--- src/rtl/tx_fc_credit_gate_pkg.sv ---
// Shared types and default widths for the TX arbiter flow-control credit gate.
package Tx_Arbiter_Package;

    localparam int unsigned DEF_HDR_CREDIT_W  = 8;
    localparam int unsigned DEF_DATA_CREDIT_W = 12;
    localparam int unsigned NUM_FC_CLASS      = 3;

    typedef enum logic [1:0] {
        FC_P    = 2'b00,
        FC_NP   = 2'b01,
        FC_CPL  = 2'b10,
        FC_RSVD = 2'b11
    } fc_type_t;

    typedef enum logic [1:0] {
        ST_INIT,
        ST_IDLE,
        ST_CHECK,
        ST_GRANT
    } fc_state_t;

endpackage

--- src/rtl/tx_fc_credit_gate_class_tracker.sv ---
// Per-class credit limits, consumed counters, infinite flags and the
// modular credit-sufficiency check for one flow-control class.
module tx_fc_class_tracker #(
    parameter int unsigned HDR_W  = 8,
    parameter int unsigned DATA_W = 12
) (
    input  logic              clk,
    input  logic              arst,
    input  logic              init_mode,
    input  logic              upd_valid,
    input  logic [HDR_W-1:0]  upd_hdr,
    input  logic [DATA_W-1:0] upd_data,
    input  logic [DATA_W-1:0] chk_dcred,
    input  logic              consume,
    input  logic [DATA_W-1:0] cns_dcred,
    output logic              pass_c
);

    localparam logic [HDR_W-1:0]  HDR_HALF  = HDR_W'(1) << (HDR_W - 1);
    localparam logic [DATA_W-1:0] DATA_HALF = DATA_W'(1) << (DATA_W - 1);

    logic [HDR_W-1:0]  hdr_lim;
    logic [HDR_W-1:0]  hdr_cons;
    logic              hdr_inf;
    logic [DATA_W-1:0] data_lim;
    logic [DATA_W-1:0] data_cons;
    logic              data_inf;
    logic [HDR_W-1:0]  hdr_room;
    logic [DATA_W-1:0] data_room;

    // Remaining credits after this TLP, interpreted modulo 2^W
    assign hdr_room  = hdr_lim - (hdr_cons + HDR_W'(1));
    assign data_room = data_lim - (data_cons + chk_dcred);
    assign pass_c    = (hdr_inf || (hdr_room <= HDR_HALF)) &&
                       (data_inf || (data_room <= DATA_HALF));

    always_ff @(posedge clk) begin
        if (arst) begin
            hdr_lim   <= '0;
            hdr_cons  <= '0;
            hdr_inf   <= 1'b0;
            data_lim  <= '0;
            data_cons <= '0;
            data_inf  <= 1'b0;
        end else begin
            // During init a zero limit means unlimited; afterwards infinite fields are frozen
            if (upd_valid) begin
                if (init_mode) begin
                    hdr_lim  <= upd_hdr;
                    hdr_inf  <= (upd_hdr == '0);
                    data_lim <= upd_data;
                    data_inf <= (upd_data == '0);
                end else begin
                    if (!hdr_inf)  hdr_lim  <= upd_hdr;
                    if (!data_inf) data_lim <= upd_data;
                end
            end
            if (consume) begin
                if (!hdr_inf)  hdr_cons  <= hdr_cons + HDR_W'(1);
                if (!data_inf) data_cons <= data_cons + cns_dcred;
            end
        end
    end

endmodule

--- src/rtl/tx_fc_credit_gate.sv ---
// Flow-control credit gate: holds the sequence-recorder head until the link
// partner has advertised enough credits. Optional stall monitor: TX_FC_STALL_MON_EN.
module tx_fc_credit_gate
    import Tx_Arbiter_Package::*;
#(
    parameter int unsigned HDR_CREDIT_W  = DEF_HDR_CREDIT_W,
    parameter int unsigned DATA_CREDIT_W = DEF_DATA_CREDIT_W,
    parameter int unsigned STALL_LIMIT   = 1024
) (
    input  logic                     clk,
    input  logic                     arst,
    input  logic                     seq_empty,
    input  logic [1:0]               seq_src,
    input  logic [1:0]               seq_type,
    input  logic [DATA_CREDIT_W-1:0] seq_dcred,
    output logic                     seq_rd,
    input  logic                     fc_init_done,
    input  logic                     fc_upd_valid,
    input  logic [1:0]               fc_upd_type,
    input  logic [HDR_CREDIT_W-1:0]  fc_upd_hdr,
    input  logic [DATA_CREDIT_W-1:0] fc_upd_data,
    output logic                     grant_valid,
    output logic [1:0]               grant_src,
    input  logic                     grant_ready,
    output logic                     fc_stall
);

    fc_state_t                state;
    fc_state_t                state_next;
    logic [1:0]               src_q;
    fc_type_t                 type_q;
    logic [DATA_CREDIT_W-1:0] dcred_q;
    fc_type_t                 head_type;
    logic                     head_pass_c;
    logic                     handshake_c;
    logic [NUM_FC_CLASS-1:0]  cls_pass;
    logic [NUM_FC_CLASS-1:0]  cls_upd;
    logic [NUM_FC_CLASS-1:0]  cls_cons;

    assign head_type   = fc_type_t'(seq_type);
    assign handshake_c = (state == ST_GRANT) && grant_valid && grant_ready && !arst;
    assign seq_rd      = handshake_c;
    assign grant_src   = src_q;

    // Reserved class bypasses credit accounting entirely
    always_comb begin
        head_pass_c = 1'b1;
        case (head_type)
            FC_P:    head_pass_c = cls_pass[0];
            FC_NP:   head_pass_c = cls_pass[1];
            FC_CPL:  head_pass_c = cls_pass[2];
            default: head_pass_c = 1'b1;
        endcase
    end

    always_comb begin
        state_next = state;
        case (state)
            ST_INIT:  if (fc_init_done) state_next = ST_IDLE;
            ST_IDLE:  if (!seq_empty)   state_next = ST_CHECK;
            ST_CHECK: if (head_pass_c)  state_next = ST_GRANT;
            ST_GRANT: if (handshake_c)  state_next = ST_IDLE;
            default:  state_next = ST_INIT;
        endcase
    end

    always_ff @(posedge clk) begin
        if (arst) begin
            state       <= ST_INIT;
            grant_valid <= 1'b0;
            src_q       <= 2'b00;
            type_q      <= FC_P;
            dcred_q     <= '0;
        end else begin
            state       <= state_next;
            grant_valid <= (state_next == ST_GRANT);
            if (state == ST_CHECK) begin
                src_q   <= seq_src;
                type_q  <= head_type;
                dcred_q <= seq_dcred;
            end
        end
    end

    for (genvar c = 0; c < NUM_FC_CLASS; c++) begin : g_cls
        assign cls_upd[c]  = fc_upd_valid && (fc_upd_type == 2'(c));
        assign cls_cons[c] = handshake_c && (type_q == fc_type_t'(2'(c)));

        tx_fc_class_tracker #(
            .HDR_W  (HDR_CREDIT_W),
            .DATA_W (DATA_CREDIT_W)
        ) u_trk (
            .clk       (clk),
            .arst      (arst),
            .init_mode (state == ST_INIT),
            .upd_valid (cls_upd[c]),
            .upd_hdr   (fc_upd_hdr),
            .upd_data  (fc_upd_data),
            .chk_dcred (seq_dcred),
            .consume   (cls_cons[c]),
            .cns_dcred (dcred_q),
            .pass_c    (cls_pass[c])
        );
    end

`ifdef TX_FC_STALL_MON_EN
    localparam int unsigned          STALL_W   = $clog2(STALL_LIMIT + 1);
    localparam logic [STALL_W-1:0]   STALL_MAX = STALL_W'(STALL_LIMIT);

    logic [STALL_W-1:0] stall_cnt;
    logic [STALL_W-1:0] stall_cnt_next;

    // Saturating count of consecutive failed CHECK cycles
    always_comb begin
        stall_cnt_next = '0;
        if ((state == ST_CHECK) && !head_pass_c) begin
            stall_cnt_next = (stall_cnt == STALL_MAX) ? stall_cnt : stall_cnt + STALL_W'(1);
        end
    end

    always_ff @(posedge clk) begin
        if (arst) begin
            stall_cnt <= '0;
            fc_stall  <= 1'b0;
        end else begin
            stall_cnt <= stall_cnt_next;
            fc_stall  <= (stall_cnt_next == STALL_MAX);
        end
    end
`else
    logic unused_stall_limit;
    assign unused_stall_limit = ^32'(STALL_LIMIT);
    assign fc_stall           = 1'b0;
`endif

endmodule

--- config.mk ---
export PLATFORM = sky130hd
export DESIGN_NAME = tx_fc_credit_gate
export DESIGN_NICKNAME = d
export VERILOG_FILES = /design/src/rtl/tx_fc_credit_gate_pkg.sv /design/src/rtl/tx_fc_credit_gate_class_tracker.sv /design/src/rtl/tx_fc_credit_gate.sv
export SDC_FILE = /design/constraint.sdc
export NUM_CORES = 1
export LEC_CHECK = 0
export ABC_AREA = 1
export BUFFER_PORTS_ARGS = -buffer_cell sky130_fd_sc_hd__clkbuf_2
export CAP_MARGIN = 5
export CORE_UTILIZATION = 40
export CTS_CLUSTER_DIAMETER = 60
export DETAILED_ROUTE_END_ITERATION = 10
export SYNTH_ARGS = -nofsm -noshare
export SYNTH_HDL_FRONTEND = slang
export SYNTH_SLANG_ARGS = --single-unit
export TNS_END_PERCENT = 50
--- constraint.sdc ---
create_clock -name clk -period 5.5 [get_ports clk]
set_clock_uncertainty 0.05 [all_clocks]
set_input_delay 0.275 -clock clk [delete_from_list [all_inputs] [get_ports clk]]
set_output_delay 0.275 -clock clk [all_outputs]
set_load 0.05 [all_outputs]
==> results.cfg, run 1 <==
[worst_setup_path]
rrSetupSlack_ps = 2320
path_class = flip-flop to flip-flop
critPathMaxStageDelay_ps = 480
r2r_cells = 23
worst-path-buf-inv = 6
cp_top_family = simple AND/OR/NAND/NOR gates
path_max_fanout = 4
path_cells = inv_1 -> fa_1 -> inv_1 -> ha_1 -> inv_1 -> nand2_1 -> inv_1 -> fa_1 -> inv_1 -> nand3_1 -> nand3_1 -> xor2_1 -> nor2_1 -> nand2_1 -> nor2_1 -> nand3_1 -> nand2_1 -> nand3_1 -> nand2_1 -> inv_1 -> nand2_1 -> nand2_1 -> a21oi_1
cp.required_ps = 5810
r2r_end = grant_valid
worstSetupStartpointType = flip-flop
cp_slowest_cell = fa_1
arrival_ps = 3490
rr_startpoint = g_cls[0].u_trk.data_cons[0]
cp-end-kind = flip-flop

[layout]
area_growth_pct = 10.9
n_fill_cell = 2813
fin_nets = 1788
drive_above_1_share = 0.0697
antenna_cells = 0
final_area_sq_um = 12100
layout_common_cells = 303 x inv_1, 251 x nand2_1, 165 x a21oi_1
final_common_cell = inv_1

[sta]
rsz0062_at_grt = false
setup_viol_count_final = 0
worstMarginPinSlew_ps = 1050
relSlewSlack = 0.297
holdWs_ps = 22.5
max_freq_mhz = 314
hold_violations = 0
setup_tns_ps = 0
report.final.slew_viol_count = 0
timing.final.crit_share = 0.579
finalCriticalPeriod_ps = 3180

[logic_synthesis]
synth-seq-cells = 145
async_flop_share = 0
ys_types = 38
synth_cells = 1567
mappedNetlistArea_sq_um = 10900
syn_avg_cell_area_sq_um = 6.97
synth_warnings = 0
syn_nets = 1746
synth-main-ff-cell = dfxtp_1
ys_seq_area_frac = 0.266
synth_enable_flop_cells = 0

[flow_run]
cap_violations = 0

[clock_network]
cts.sinks = 145
cts_max_level = 4
cts_max_path_buffers = 2
cts_tree = done
cts_buffers = 17
clkLatencyLatePin_ps = 430
cts.repair.resized = 0
ctsHoldBuffers = 0
clkSlewWorstSetupHoldPaths_ps = 70
cts_root_buf = clkbuf_16
cts_setup_buffers = 0

[run_status]
status = completed

[floorplan]
core_sq_um = 26900
ios = 49
initial_utilization = 0.406
die_y_microns = 167
design.die.area_sq_um = 28000
rows = 60
dieWidth_microns = 167

[placed_design]
dp_hpwl_microns = 23000
place_area_sq_um = 11500
gp_congestion = 0.899
io_buffers = 47

[routing]
wirelength_microns = 29800
first_pass_iters = 7
drt_iter0_drc = 672
avgRoutedWirePerCell_microns = 15.2
drc = 0
ant_nets = 0
vias = 9988
routed_via_density = 5.09

[hold_path]
hp-class = primary input to flip-flop
whs_path_depth = 3
hold_start = seq_src[1]
holdPathEnd = grant_src[1]

[global_route]
antenna_found_initial = 0
grt_overflow_total = 0
grt_usage = 0.219
grt_pass1_vias = 9473
grt_pass1_wl_microns = 48100
grt_start_max_net_pins = 115

[power]
powerDensity_nw_per_um2 = 267
total_leakage_power_uw = 0.00591
peakVddDrop_v = 0.000166
## worst min-delay path, delay by kind of cell
family	cells	cell delay, ps
simple gates	2	110
buf+inv	1	80
## sequential cells by signal (all words and copies together), names as in the netlist
name                   flops
dcred_q                   12
g_cls.u_trk.data_cons     36
g_cls.u_trk.data_inf       3
g_cls.u_trk.data_lim      36
g_cls.u_trk.hdr_cons      24
g_cls.u_trk.hdr_inf        3
g_cls.u_trk.hdr_lim       24
grant_src                  2
grant_valid                1
state                      2
type_q                     2
## where the power goes
| part | internal, uW | switching, uW | leakage [uW] | total (uW) |
|---|---|---|---|---|
| registers | 1100 | 63.0 | 0.00118 | 1170 |
| logic | 300 | 540 | 0.00445 | 839 |
| clock network | 722 | 503 | 0.000279 | 1220 |
| total | 2120 | 1110 | 0.00591 | 3230 |
## synth_stat cells (2+ instances only)
library cell	number	share of area
a21o_1	2	0.0014
a21oi_1	165	0.076
a31oi_1	4	0.0023
buf_2	6	0.0027
buf_4	2	0.0014
clkbuf_1	23	0.0079
clkinv_1	2	0.00069
dfxtp_1	145	0.27
fa_1	39	0.071
ha_1	96	0.11
inv_1	304	0.10
inv_2	3	0.0010
nand2_1	251	0.086
nand2_2	6	0.0034
nand3_1	89	0.041
nand3_2	2	0.0018
nand3b_1	4	0.0027
nand4_1	26	0.015
nor2_1	111	0.038
nor2_2	6	0.0034
nor2_4	2	0.0021
nor3_1	9	0.0041
nor4_1	4	0.0023
o211ai_1	5	0.0034
o21a_1	3	0.0021
o21ai_0	146	0.067
o21ai_1	8	0.0037
o21ai_2	3	0.0024
o21bai_1	21	0.014
or2_2	4	0.0023
xnor2_1	25	0.020
xor2_1	45	0.036
## worst max path at each step
stage | start | end | slack [ps] | depth (start not counted)
3_3_place_gp | seq_dcred[0] | state[0] | 2200 | 24
4_1_cts | g_cls[0].u_trk.data_cons[0] | grant_valid | 2320 | 23
5_1_grt | g_cls[0].u_trk.data_cons[0] | grant_valid | 2000 | 23
3_5_place_dp | seq_dcred[0] | grant_valid | 2100 | 26
6_report | g_cls[0].u_trk.data_cons[0] | grant_valid | 2320 | 23
2_1_floorplan | seq_dcred[0] | state[0] | 2730 | 24
## kinds of logic after synthesis
kind of cell,after synthesis,share of synthesized area
AND/OR/NAND/NOR,515,0.203
AO/OA/AOI/OAI,361,0.175
buffers and inverters,340,0.118
flip-flops,145,0.266
adder cells (fa/ha/maj),135,0.181
XOR/XNOR,70,0.0561
other,1,0.000343
## per-layer routing
metal,track usage,vias up,part of all wire
met2,0.391,215,0.48
li1,-,5148,-
met4,0.0710,0,0.023
met3,0.0364,43,0.047
met1,0.268,4582,0.45
met5,0,-,0
## stage by stage
stage / instances / utilization / setup WS, ps / power (uW)
after detailed placement: 1931 / 0.428 / 2100 / 2020
after floorplan: 1567 / - / 2730 / 1780
after global routing: 1963 / 0.451 / 2000 / 3420
after CTS: 1963 / 0.451 / 2320 / 3250
final: 1963 / 0.451 / 2320 / 3230
after global placement: 1931 / 0.428 / 2200 / 2010
## area by class of cell
class | instances | area, sq um | share of cell area
multi-input combinational | 1082 | 6730 | 0.556
inverter | 309 | 1160 | 0.0957
timing repair buffer | 54 | 288 | 0.0238
clock buffer | 19 | 433 | 0.0357
tap | 341 | 427 | 0.0352
sequential | 145 | 2900 | 0.240
clock inverter | 13 | 174 | 0.0144
Note: power is estimated with default switching activity, not from simulation.
==> run 2, diff against run 1 <==
==> constraint.sdc (replaced) <==
create_clock -name clk -period 2.6 [get_ports clk]
set_clock_uncertainty 0.05 [all_clocks]
set_input_delay 0.13 -clock clk [delete_from_list [all_inputs] [get_ports clk]]
set_output_delay 0.13 -clock clk [all_outputs]
set_load 0.05 [all_outputs]
==> run 2 against run 1 <==
The run now ends with negative setup slack left. Largest cell class unchanged. Sequential cell count unchanged. Cell count is 6.1% higher. Via count increased by 3.8%. Highest routed layer unchanged. Clock-buffer cell count unchanged. Final area rose by 8.1%. Die area unchanged. Core utilization rose by 3.6 points. Global-route usage grew 0.40 points. Critical endpoint unchanged. Worst hold slack worse by 19 ps. Critical path type unchanged. Fmax rose by 4.8%. Clock power increased by 98%. Combinational power increased by 130%.
==> results.cfg, run 2 (same netlist as run 1, synthesis figures left out) <==
[layout]
reg_top3 = g_cls.u_trk.data_cons x36, g_cls.u_trk.data_lim x36
drive_above_1_share = 0.137
layout_common_cells = 302 x inv_1, 249 x nand2_1, 165 x a21oi_1
antenna_cells = 0
final_common_cell = inv_1
area_growth_pct = 19.9
fin_nets = 1907

[placed_design]
io_buffers = 47
dp_hpwl_microns = 23600
gp_congestion = 0.897

[routing]
ant_nets = 0
wirelength_microns = 30200
avgRoutedWirePerCell_microns = 14.5
drc = 0
routed_via_density = 4.98
vias = 10400
first_pass_iters = 5
drt_iter0_drc = 579

[sta]
timing.final.crit_share = 1.17
rsz0062_at_grt = true
timing.final.ws_setup_ps = -437
max_freq_mhz = 329
finalCriticalPeriod_ps = 3040
relSlewSlack = 0.409
worstMarginPinSlew_ps = 878
holdWs_ps = 3.52
setup_viol_count_final = 2
hold_violations = 0
report.final.slew_viol_count = 0

[power]
powerDensity_nw_per_um2 = 521
finalPower_uw = 6820
peakVddDrop_v = 0.000383
total_leakage_power_uw = 0.00651

[global_route]
grtUsageMet3 = 0.0324
top_usage_layer = met2
antenna_found_initial = 0
grt_pass1_vias = 9920
grt_start_max_net_pins = 117
grt_use_met1 = 0.285
grt_usage = 0.223
grt_overflow_total = 0
gr-usage-met2 = 0.387
grt_pass1_wl_microns = 49400

[clock_network]
cts_tree = done
cts_max_level = 4
cts_root_buf = clkbuf_16
cts.sinks = 145
clkSlewWorstSetupHoldPaths_ps = 70
cts_buffers = 17
clkLatencyLatePin_ps = 430
cts_max_path_buffers = 2

[floorplan]
rows = 60
initial_utilization = 0.406
design.die.area_sq_um = 28000
die_y_microns = 167
ios = 49
core_sq_um = 26900
dieWidth_microns = 167

[worst_setup_path]
cp.required_ps = 2910
cp-end-kind = flip-flop
worstSetupStartpointType = flip-flop
path_class = flip-flop to flip-flop
path_cells = inv_1 -> fa_1 -> ha_1 -> inv_1 -> nand2_2 -> inv_1 -> fa_2 -> nand3_1 -> nor2_1 -> nand3_1 -> nor2_1 -> nand2_1 -> nor2_1 -> nand3_1 -> nand2_1 -> nand3_2 -> nand2_1 -> inv_1 -> nand2_1 -> nand2_1 -> a21oi_1
critPathMaxStageDelay_ps = 530
cp_slowest_cell = fa_1
path_common_cell = nand2_1
arrival_ps = 3350
path_max_fanout = 2

[run_status]
violations = negative setup slack
status = complete, but fails checks

[hold_path]
hp-class = primary input to flip-flop

[flow_run]
cap_violations = 0
run 2: cell count changes in the layout (fill, tap and decap cells not counted), sizes merged:
cell | before | now
clkinv | 3 | 5
bufinv | 3 | 1
inv | 311 | 310
buf | 7 | 116
dlygate4sd3 | 0 | 10
clkinvlp | 5 | 6
run 2: report_power, final:
group          leakage (uW)  total, uW  internal, uW  switching [uW]
Sequential          0.00118       2460          2330             129
Clock              0.000259       2410          1360            1060
Combinational       0.00507       1940           777            1170
run 2: final cells by class:
cell class / count / area [sq um]
Fill cell: 2710 / 13800
Multi-Input combinational cell: 1082 / 6770
Sequential cell: 145 / 2910
Timing Repair Buffer: 173 / 1260
Inverter: 309 / 1160
Clock buffer: 19 / 443
Tap cell: 341 / 427
Clock inverter: 13 / 128
run 2: worst paths after layout:
check                               from                        end  slack, ps  cells after the start
max          g_cls[0].u_trk.data_cons[0]                grant_valid       -440                     21
min                        fc_upd_hdr[6]  g_cls[0].u_trk.hdr_lim[6]          4                      3
max reg2reg  g_cls[0].u_trk.data_cons[0]                grant_valid       -440                     21
min reg2reg    g_cls[2].u_trk.hdr_lim[0]  g_cls[2].u_trk.hdr_lim[0]        410                      2
run 2: metal layers:
metal | routed length [microns] | vias up | share of wire
met1 | 13800 | 4756 | 0.46
met5 | 0 | - | 0
met3 | 1320 | 46 | 0.044
li1 | - | 5367 | -
met4 | 791 | 0 | 0.026
met2 | 14300 | 203 | 0.47
run 2: worst max-delay path: cells and delay by family, from the launching register on:
family | cells | cell delay, ps
adder cells (fa/ha/maj) | 3 | 1200
AO/OA/AOI/OAI | 1 | 140
flip-flops | 1 | 330
buffers and inverters | 4 | 190
AND/OR/NAND/NOR | 13 | 1060
run 2: metrics by stage:
stage	TNS, ps	setup WS (ps)	util	cells	area (sq um)
2_1_floorplan	-92.7	-46.7	-	1567	10900
3_3_place_gp	-933	-466	0.461	2039	12400
3_5_place_dp	-1040	-519	0.461	2039	12400
4_1_cts	-855	-429	0.486	2081	13100
5_1_grt	-1210	-604	0.487	2082	13100
6_report	-851	-437	0.487	2082	13100
run 2: timing repair:
| action | CTS | global route |
|---|---|---|
| cloned | 0 | 0 |
| gates resized for setup | 1 | 10 |
| hold buffers | 10 | 0 |
| pin swaps | 0 | 6 |
| buffers inserted | 0 | 1 |
| endpoints found under the hold margin | 18 | 0 |
| endpoints found under the setup margin | 2 | 5 |
